<file path="config.mk">
export PLATFORM = sky130hd
export DESIGN_NAME = ps2_key_decoder
export DESIGN_NICKNAME = d
export VERILOG_FILES = /design/src/rtl/ps2_key_decoder.sv
export SDC_FILE = /design/constraint.sdc
export NUM_CORES = 1
export LEC_CHECK = 0
export ABC_AREA = 1
export BUFFER_PORTS_ARGS = -buffer_cell sky130_fd_sc_hd__buf_2
export CORE_MARGIN = 2
export CORE_UTILIZATION = 30
export DETAILED_ROUTE_END_ITERATION = 10
export PLACE_DENSITY = 0.46
export SLEW_MARGIN = 20
export SYNTH_ARGS = -nofsm -noshare
export SYNTH_HDL_FRONTEND = slang
export SYNTH_SLANG_ARGS = --single-unit
</file>
<file path="constraint.sdc">
create_clock -name Clock -period 3.76 [get_ports Clock]
set_input_delay 1.128 -clock Clock [delete_from_list [all_inputs] [get_ports Clock]]
set_output_delay 1.128 -clock Clock [all_outputs]
set_load 0.01 [all_outputs]
</file>
<file path="src/rtl/ps2_key_decoder.sv">
// PS/2 keyboard receiver: framing, E0/F0 prefixes, held-key map.
// Optional: PS2_TYPEMATIC_FILTER_EN drops KeyPress on typematic repeat.
module ps2_key_decoder #(
  parameter int NUM_KEYS = 4,
  parameter logic [8*NUM_KEYS-1:0] KEY_CODES =
    {8'h20, 8'h1F, 8'h1E, 8'h11},
  parameter logic [NUM_KEYS-1:0] KEY_EXT = '0,
  parameter int TIMEOUT_CYCLES = 5000,
  parameter int SYNC_STAGES = 2
) (
  input  logic                Clock,
  input  logic                Reset,
  input  logic                PS2Clock,
  input  logic                PS2Data,
  output logic [NUM_KEYS-1:0] KeyDown,
  output logic [NUM_KEYS-1:0] KeyPress,
  output logic                CodeValid,
  output logic [7:0]          Code,
  output logic                CodeBreak,
  output logic                CodeExtended,
  output logic                FrameError
);

  localparam int TW = $clog2(TIMEOUT_CYCLES);
  localparam logic [TW-1:0] TMAX = TW'(TIMEOUT_CYCLES - 1);

  typedef enum logic [1:0] {
    IDLE, DATA, PARITY, STOP
  } state_t;

  state_t state, nstate;

  logic [SYNC_STAGES-1:0] ck_sync;
  logic [SYNC_STAGES-1:0] dt_sync;
  logic                   ck_prev;
  logic                   ps2_ck;
  logic                   ps2_dt;
  logic                   fall;
  logic [2:0]             bitcnt;
  logic [7:0]             shreg;
  logic                   par_q;
  logic [TW-1:0]          tcnt;
  logic                   ext;
  logic                   brk;
  logic                   tmo;
  logic                   frame_ok;
  logic                   frame_bad;
  logic                   is_e0;
  logic                   is_f0;

  assign ps2_ck = ck_sync[SYNC_STAGES-1];
  assign ps2_dt = dt_sync[SYNC_STAGES-1];
  assign fall   = ck_prev & ~ps2_ck;
  assign is_e0  = (shreg == 8'hE0);
  assign is_f0  = (shreg == 8'hF0);

  // State register
  always_ff @(posedge Clock) begin
    if (Reset) state <= IDLE;
    else       state <= nstate;
  end

  // Next-state: frame walk, timeout aborts back to IDLE
  always_comb begin
    nstate = state;
    unique case (state)
      IDLE:   if (fall && !ps2_dt)        nstate = DATA;
      DATA:   if (fall && bitcnt == 3'd7) nstate = PARITY;
      PARITY: if (fall)                   nstate = STOP;
      STOP:   if (fall)                   nstate = IDLE;
      default:                            nstate = IDLE;
    endcase
    if (tmo) nstate = IDLE;
  end

  // Frame status: stop-bit check, odd parity, inter-edge timeout
  always_comb begin
    tmo       = (state != IDLE) && !fall && (tcnt == TMAX);
    frame_ok  = 1'b0;
    frame_bad = tmo;
    if (state == STOP && fall) begin
      frame_ok  = ps2_dt & (^{par_q, shreg});
      frame_bad = ~frame_ok;
    end
  end

  // Synchronisers, shift register and timeout counter
  always_ff @(posedge Clock) begin
    if (Reset) begin
      ck_sync <= '1;
      dt_sync <= '1;
      ck_prev <= 1'b1;
      bitcnt  <= '0;
      shreg   <= '0;
      par_q   <= 1'b0;
      tcnt    <= '0;
    end else begin
      ck_sync <= {ck_sync[SYNC_STAGES-2:0], PS2Clock};
      dt_sync <= {dt_sync[SYNC_STAGES-2:0], PS2Data};
      ck_prev <= ps2_ck;
      if (fall || state == IDLE) tcnt <= '0;
      else                       tcnt <= tcnt + 1'b1;
      if (state == IDLE) bitcnt <= '0;
      if (fall && state == DATA) begin
        shreg  <= {ps2_dt, shreg[7:1]};
        bitcnt <= bitcnt + 3'd1;
      end
      if (fall && state == PARITY) par_q <= ps2_dt;
    end
  end

  // Byte decode: prefixes, code strobe, key map
  always_ff @(posedge Clock) begin
    if (Reset) begin
      KeyDown      <= '0;
      KeyPress     <= '0;
      CodeValid    <= 1'b0;
      Code         <= '0;
      CodeBreak    <= 1'b0;
      CodeExtended <= 1'b0;
      FrameError   <= 1'b0;
      ext          <= 1'b0;
      brk          <= 1'b0;
    end else begin
      KeyPress   <= '0;
      CodeValid  <= 1'b0;
      FrameError <= 1'b0;
      unique case (1'b1)
        frame_bad: begin
          FrameError <= 1'b1;
          ext        <= 1'b0;
          brk        <= 1'b0;
        end
        frame_ok && is_e0: ext <= 1'b1;
        frame_ok && is_f0: brk <= 1'b1;
        frame_ok && !is_e0 && !is_f0: begin
          CodeValid    <= 1'b1;
          Code         <= shreg;
          CodeBreak    <= brk;
          CodeExtended <= ext;
          ext          <= 1'b0;
          brk          <= 1'b0;
          for (int i = 0; i < NUM_KEYS; i++) begin
            if (shreg == KEY_CODES[8*i +: 8] &&
                ext == KEY_EXT[i]) begin
              if (brk) begin
                KeyDown[i] <= 1'b0;
              end else begin
                KeyDown[i] <= 1'b1;
`ifdef PS2_TYPEMATIC_FILTER_EN
                if (!KeyDown[i]) KeyPress[i] <= 1'b1;
`else
                KeyPress[i] <= 1'b1;
`endif
              end
            end
          end
        end
        default: ;
      endcase
    end
  end

endmodule
</file>
==> metrics.txt <==
# TYPE chip_impl_metric gauge
chip_impl_metric{name="buffers_inserted_during_post_cts_setup_optimization",unit=""} 0
chip_impl_info{name="synth_top_cells_by_area",value="sky130_fd_sc_hd__dfxtp_1 (43%), sky130_fd_sc_hd__nand2_1 (9.8%), sky130_fd_sc_hd__ha_1 (8.9%)"} 1
chip_impl_info{name="ys.flop_type",value="sky130_fd_sc_hd__dfxtp_1"} 1
chip_impl_metric{name="antenna_violating_nets_post_route",unit=""} 0
chip_impl_metric{name="power-per-cell-area",unit="nW/um^2"} 418.6
chip_impl_metric{name="period_share",unit="%"} 55.21
chip_impl_metric{name="fin_skew",unit="ps"} 5.948
chip_impl_metric{name="final_cell_count_no_fill",unit=""} 469
chip_impl_metric{name="synth_seq_area_share",unit="%"} 42.75
chip_impl_metric{name="globalplace.congestion",unit=""} 0.6821
chip_impl_metric{name="intPower",unit="mW"} 0.8535
chip_impl_metric{name="ctsLongestPathBuffers",unit=""} 2
chip_impl_metric{name="synth_enable_flop_cells",unit=""} 0
chip_impl_metric{name="setup_violations",unit=""} 0
chip_impl_metric{name="synthesized_netlist_cell_count",unit=""} 339
chip_impl_metric{name="worstRegToRegCells",unit=""} 12
chip_impl_metric{name="maxSlewHeadroom",unit="%"} 59.00
chip_impl_metric{name="crit_path_max_fanout",unit=""} 21
chip_impl_metric{name="grt_max_degree",unit=""} 23
chip_impl_metric{name="worstMarginPinSlew",unit="ps"} 614.3
chip_impl_info{name="grt_setup_unrepaired",value="no"} 1
chip_impl_metric{name="drt_iter0_drc",unit=""} 57
chip_impl_info{name="hold_path_class",value="flip-flop to flip-flop"} 1
chip_impl_metric{name="top_level_ports",unit=""} 24
chip_impl_info{name="setup_cp_type",value="primary input to flip-flop"} 1
chip_impl_metric{name="fill_cells",unit=""} 894
chip_impl_metric{name="avgSynthCellArea",unit="sq um"} 7.459
chip_impl_metric{name="fin_nets",unit=""} 385
chip_impl_metric{name="syn_to_final_growth",unit="%"} 12.72
chip_impl_metric{name="core_area",unit="sq um"} 8175
chip_impl_metric{name="worstPathRequired",unit="ps"} 4010
chip_impl_info{name="cts_root_buf",value="sky130_fd_sc_hd__clkbuf_8"} 1
chip_impl_metric{name="seqPwrFrac",unit="%"} 51.1
chip_impl_metric{name="cts.clk_slew.worst_paths",unit="ps"} 100
chip_impl_metric{name="power.ir.vdd_worst",unit="uV"} 162.6
chip_impl_metric{name="upper_clock_frequency_limit",unit="GHz"} 0.4818
chip_impl_metric{name="cts_hold_repair.buffers",unit=""} 0
chip_impl_metric{name="synth_fp_nets",unit=""} 361
chip_impl_metric{name="die_width",unit="um"} 95.81
chip_impl_metric{name="dp_slack",unit="ps"} 1300
chip_impl_metric{name="antenna_found_initial",unit=""} 0
chip_impl_metric{name="clock_sinks",unit=""} 54
chip_impl_metric{name="cts-htree-levels",unit=""} 2
chip_impl_metric{name="drt_drc_violations_left",unit=""} 0
chip_impl_metric{name="grt_pass1_vias",unit=""} 1733
chip_impl_metric{name="io_buffer_count",unit=""} 23
chip_impl_info{name="yosys_top_cell_by_area",value="sky130_fd_sc_hd__dfxtp_1"} 1
chip_impl_info{name="cts_tree",value="built"} 1
chip_impl_metric{name="avgRoutedWirePerCell",unit="um"} 9.915
chip_impl_info{name="critical_path.reg2reg.startpoint",value="shreg[4]"} 1
chip_impl_metric{name="final-hold-violation-count",unit=""} 0
chip_impl_metric{name="num_antenna_cells",unit=""} 0
chip_impl_metric{name="global_route.usage.total",unit="%"} 10.81
chip_impl_metric{name="ys_seq_elements",unit=""} 54
chip_impl_metric{name="firstDrtPassIters",unit=""} 4
chip_impl_metric{name="drt-total-wl",unit="mm"} 4.650
chip_impl_metric{name="initial_core_utilization",unit="%"} 30.93
chip_impl_info{name="worst_setup_path_endpoint",value="brk"} 1
chip_impl_metric{name="cts_resized",unit=""} 0
chip_impl_metric{name="synth_async_sr_flop_share",unit="%"} 0
chip_impl_info{name="setup.worst_path.start",value="Reset"} 1
chip_impl_metric{name="power_spent_charging_and_discharging_nets",unit="mW"} 0.3395
chip_impl_metric{name="finalInstanceArea",unit="sq um"} 2850
chip_impl_metric{name="p_sw_share",unit="%"} 28.45
chip_impl_metric{name="grt_first_pass_wirelength",unit="mm"} 7.866
chip_impl_metric{name="cts-buffers-inserted",unit=""} 5
chip_impl_metric{name="p_leak",unit="nW"} 1.303
chip_impl_metric{name="placedInstanceArea",unit="sq um"} 2736
chip_impl_metric{name="fin_ws",unit="ps"} 1684
chip_impl_metric{name="finalMaxSlewViolations",unit=""} 0
chip_impl_metric{name="synth_cell_type_count",unit=""} 28
chip_impl_info{name="run_status",value="completed"} 1
chip_impl_metric{name="layout_min_cycle_time",unit="ps"} 2076
chip_impl_metric{name="placement_rows",unit=""} 33
chip_impl_metric{name="worst_hold_slack",unit="ps"} 414.7
chip_impl_metric{name="setup_tns",unit="ps"} 0
chip_impl_metric{name="max_cap_violations",unit=""} 0
chip_impl_info{name="endpoint_of_the_lowest_slack_register_to_register_path",value="brk"} 1
chip_impl_metric{name="detailed_place_hpwl",unit="mm"} 3.440
chip_impl_metric{name="ys_warn_count",unit=""} 0
chip_impl_metric{name="die-height",unit="um"} 95.81
chip_impl_metric{name="worst_skew_pair.late_latency",unit="ps"} 310
chip_impl_metric{name="worst_ep_arrival_time",unit="ps"} 2320
chip_impl_metric{name="post_synth_top_area_share",unit="%"} 42.75
chip_impl_metric{name="grt-ovfl-total",unit=""} 0
chip_impl_metric{name="drive_gt1_share",unit="%"} 13.46
chip_impl_metric{name="via_count",unit=""} 2005
chip_impl_metric{name="floorplan.die_area",unit="sq um"} 9180
chip_impl_metric{name="power_frac_comb",unit="%"} 15.8
chip_impl_metric{name="rrSetupSlack",unit="ps"} 1850
chip_impl_info{name="startpoint_type",value="primary input"} 1
chip_impl_metric{name="viasPerCell",unit=""} 4.275
chip_impl_metric{name="synth_area",unit="sq um"} 2529
chip_impl_info{name="critPathCaptureType",value="flip-flop"} 1
chip_impl_metric{name="p_clk_share",unit="%"} 33.1
chip_impl_metric{name="dp.cells",unit=""} 461
worst min path at each step:
stage | startpoint | depth (start not counted) | end | slack [ps]
6_report | ck_sync[0] | 1 | ck_sync[1] | 410
5_1_grt | ck_sync[0] | 1 | ck_sync[1] | 410
4_1_cts | ck_sync[0] | 1 | ck_sync[1] | 410
3_5_place_dp | dt_sync[0] | 1 | dt_sync[1] | 390
3_3_place_gp | ck_sync[0] | 1 | ck_sync[1] | 390
2_1_floorplan | ck_sync[0] | 1 | ck_sync[1] | 390
kinds of logic after synthesis:
family | share of synthesized area (%)
flip-flops | 42.75
AO/OA/AOI/OAI | 9.204
adder cells (fa/ha/maj) | 8.907
XOR/XNOR | 0.3464
AND/OR/NAND/NOR | 28.65
buffers and inverters | 10.14
cell usage after synthesis (3+ instances only):
| master | instances |
|---|---|
| sky130_fd_sc_hd__nand2_1 | 66 |
| sky130_fd_sc_hd__a21oi_1 | 21 |
| sky130_fd_sc_hd__inv_1 | 58 |
| sky130_fd_sc_hd__nor2_1 | 47 |
| sky130_fd_sc_hd__dfxtp_1 | 54 |
| sky130_fd_sc_hd__nor2_4 | 4 |
| sky130_fd_sc_hd__or2_2 | 5 |
| sky130_fd_sc_hd__nand4_1 | 7 |
| sky130_fd_sc_hd__ha_1 | 18 |
| sky130_fd_sc_hd__nand3_1 | 17 |
| sky130_fd_sc_hd__nand2_2 | 5 |
| sky130_fd_sc_hd__nor3_1 | 3 |
| sky130_fd_sc_hd__o21ai_0 | 16 |
final cells by class:
type / count / area (sq um) / area share [%]
Timing Repair Buffer: 23 / 115.1 / 4.039
Multi-Input combinational cell: 221 / 1191 / 41.79
Sequential cell: 54 / 1081 / 37.93
Clock inverter: 3 / 45.04 / 1.580
Tap cell: 105 / 131.4 / 4.609
Inverter: 58 / 217.7 / 7.638
Clock buffer: 5 / 68.82 / 2.414
critical path: stages:
cell,delay (ps)
sky130_fd_sc_hd__buf_2,200
sky130_fd_sc_hd__inv_1,500
sky130_fd_sc_hd__nand2_1,180
sky130_fd_sc_hd__nand3b_1,210
sky130_fd_sc_hd__nor2_1,100
state kept, by name (all words and copies together), names as in the netlist:
register and count:
Code 8, CodeBreak 1, CodeExtended 1, CodeValid 1, FrameError 1, KeyDown 4
KeyPress 4, bitcnt 3, brk 1, ck_prev 1, ck_sync 2, dt_sync 2
ext 1, par_q 1, shreg 8, state 2, tcnt 13
power by group through the flow:
stage / combinational (mW) / clock, mW / sequential, mW
after floorplan: 0.156 / 0 / 0.619
after global placement: 0.189 / 0 / 0.624
after detailed placement: 0.190 / 0 / 0.624
after CTS: 0.191 / 0.414 / 0.611
after global routing: 0.215 / 0.431 / 0.614
final: 0.188 / 0.394 / 0.610
metal layers:
layer  vias to the layer above  wire, um  GRT usage (%)
li1                       1104         -              -
met1                       875      2431          14.48
met5                         -         0              0
met4                         0        64          3.571
met3                         7       162          2.662
met2                        19      1991          17.02
cell usage in the layout, fill, tap and decap left out, drive strengths merged, types with 8 or more instances in the layout:
cell type and count:
buf 23, dfxtp 54, nand3 17, ha 18, o21ai 16, nand2 71
nand4 8, a21oi 21, inv 58, nor2 53
stage by stage:
| step | power [mW] | utilization, % |
|---|---|---|
| 2_1_floorplan | 0.7749 | - |
| 3_3_place_gp | 0.8128 | 33.47 |
| 3_5_place_dp | 0.8141 | 33.47 |
| 4_1_cts | 1.216 | 34.86 |
| 5_1_grt | 1.260 | 34.86 |
| 6_report | 1.193 | 34.86 |
Note: power is estimated with default switching activity, not from simulation.
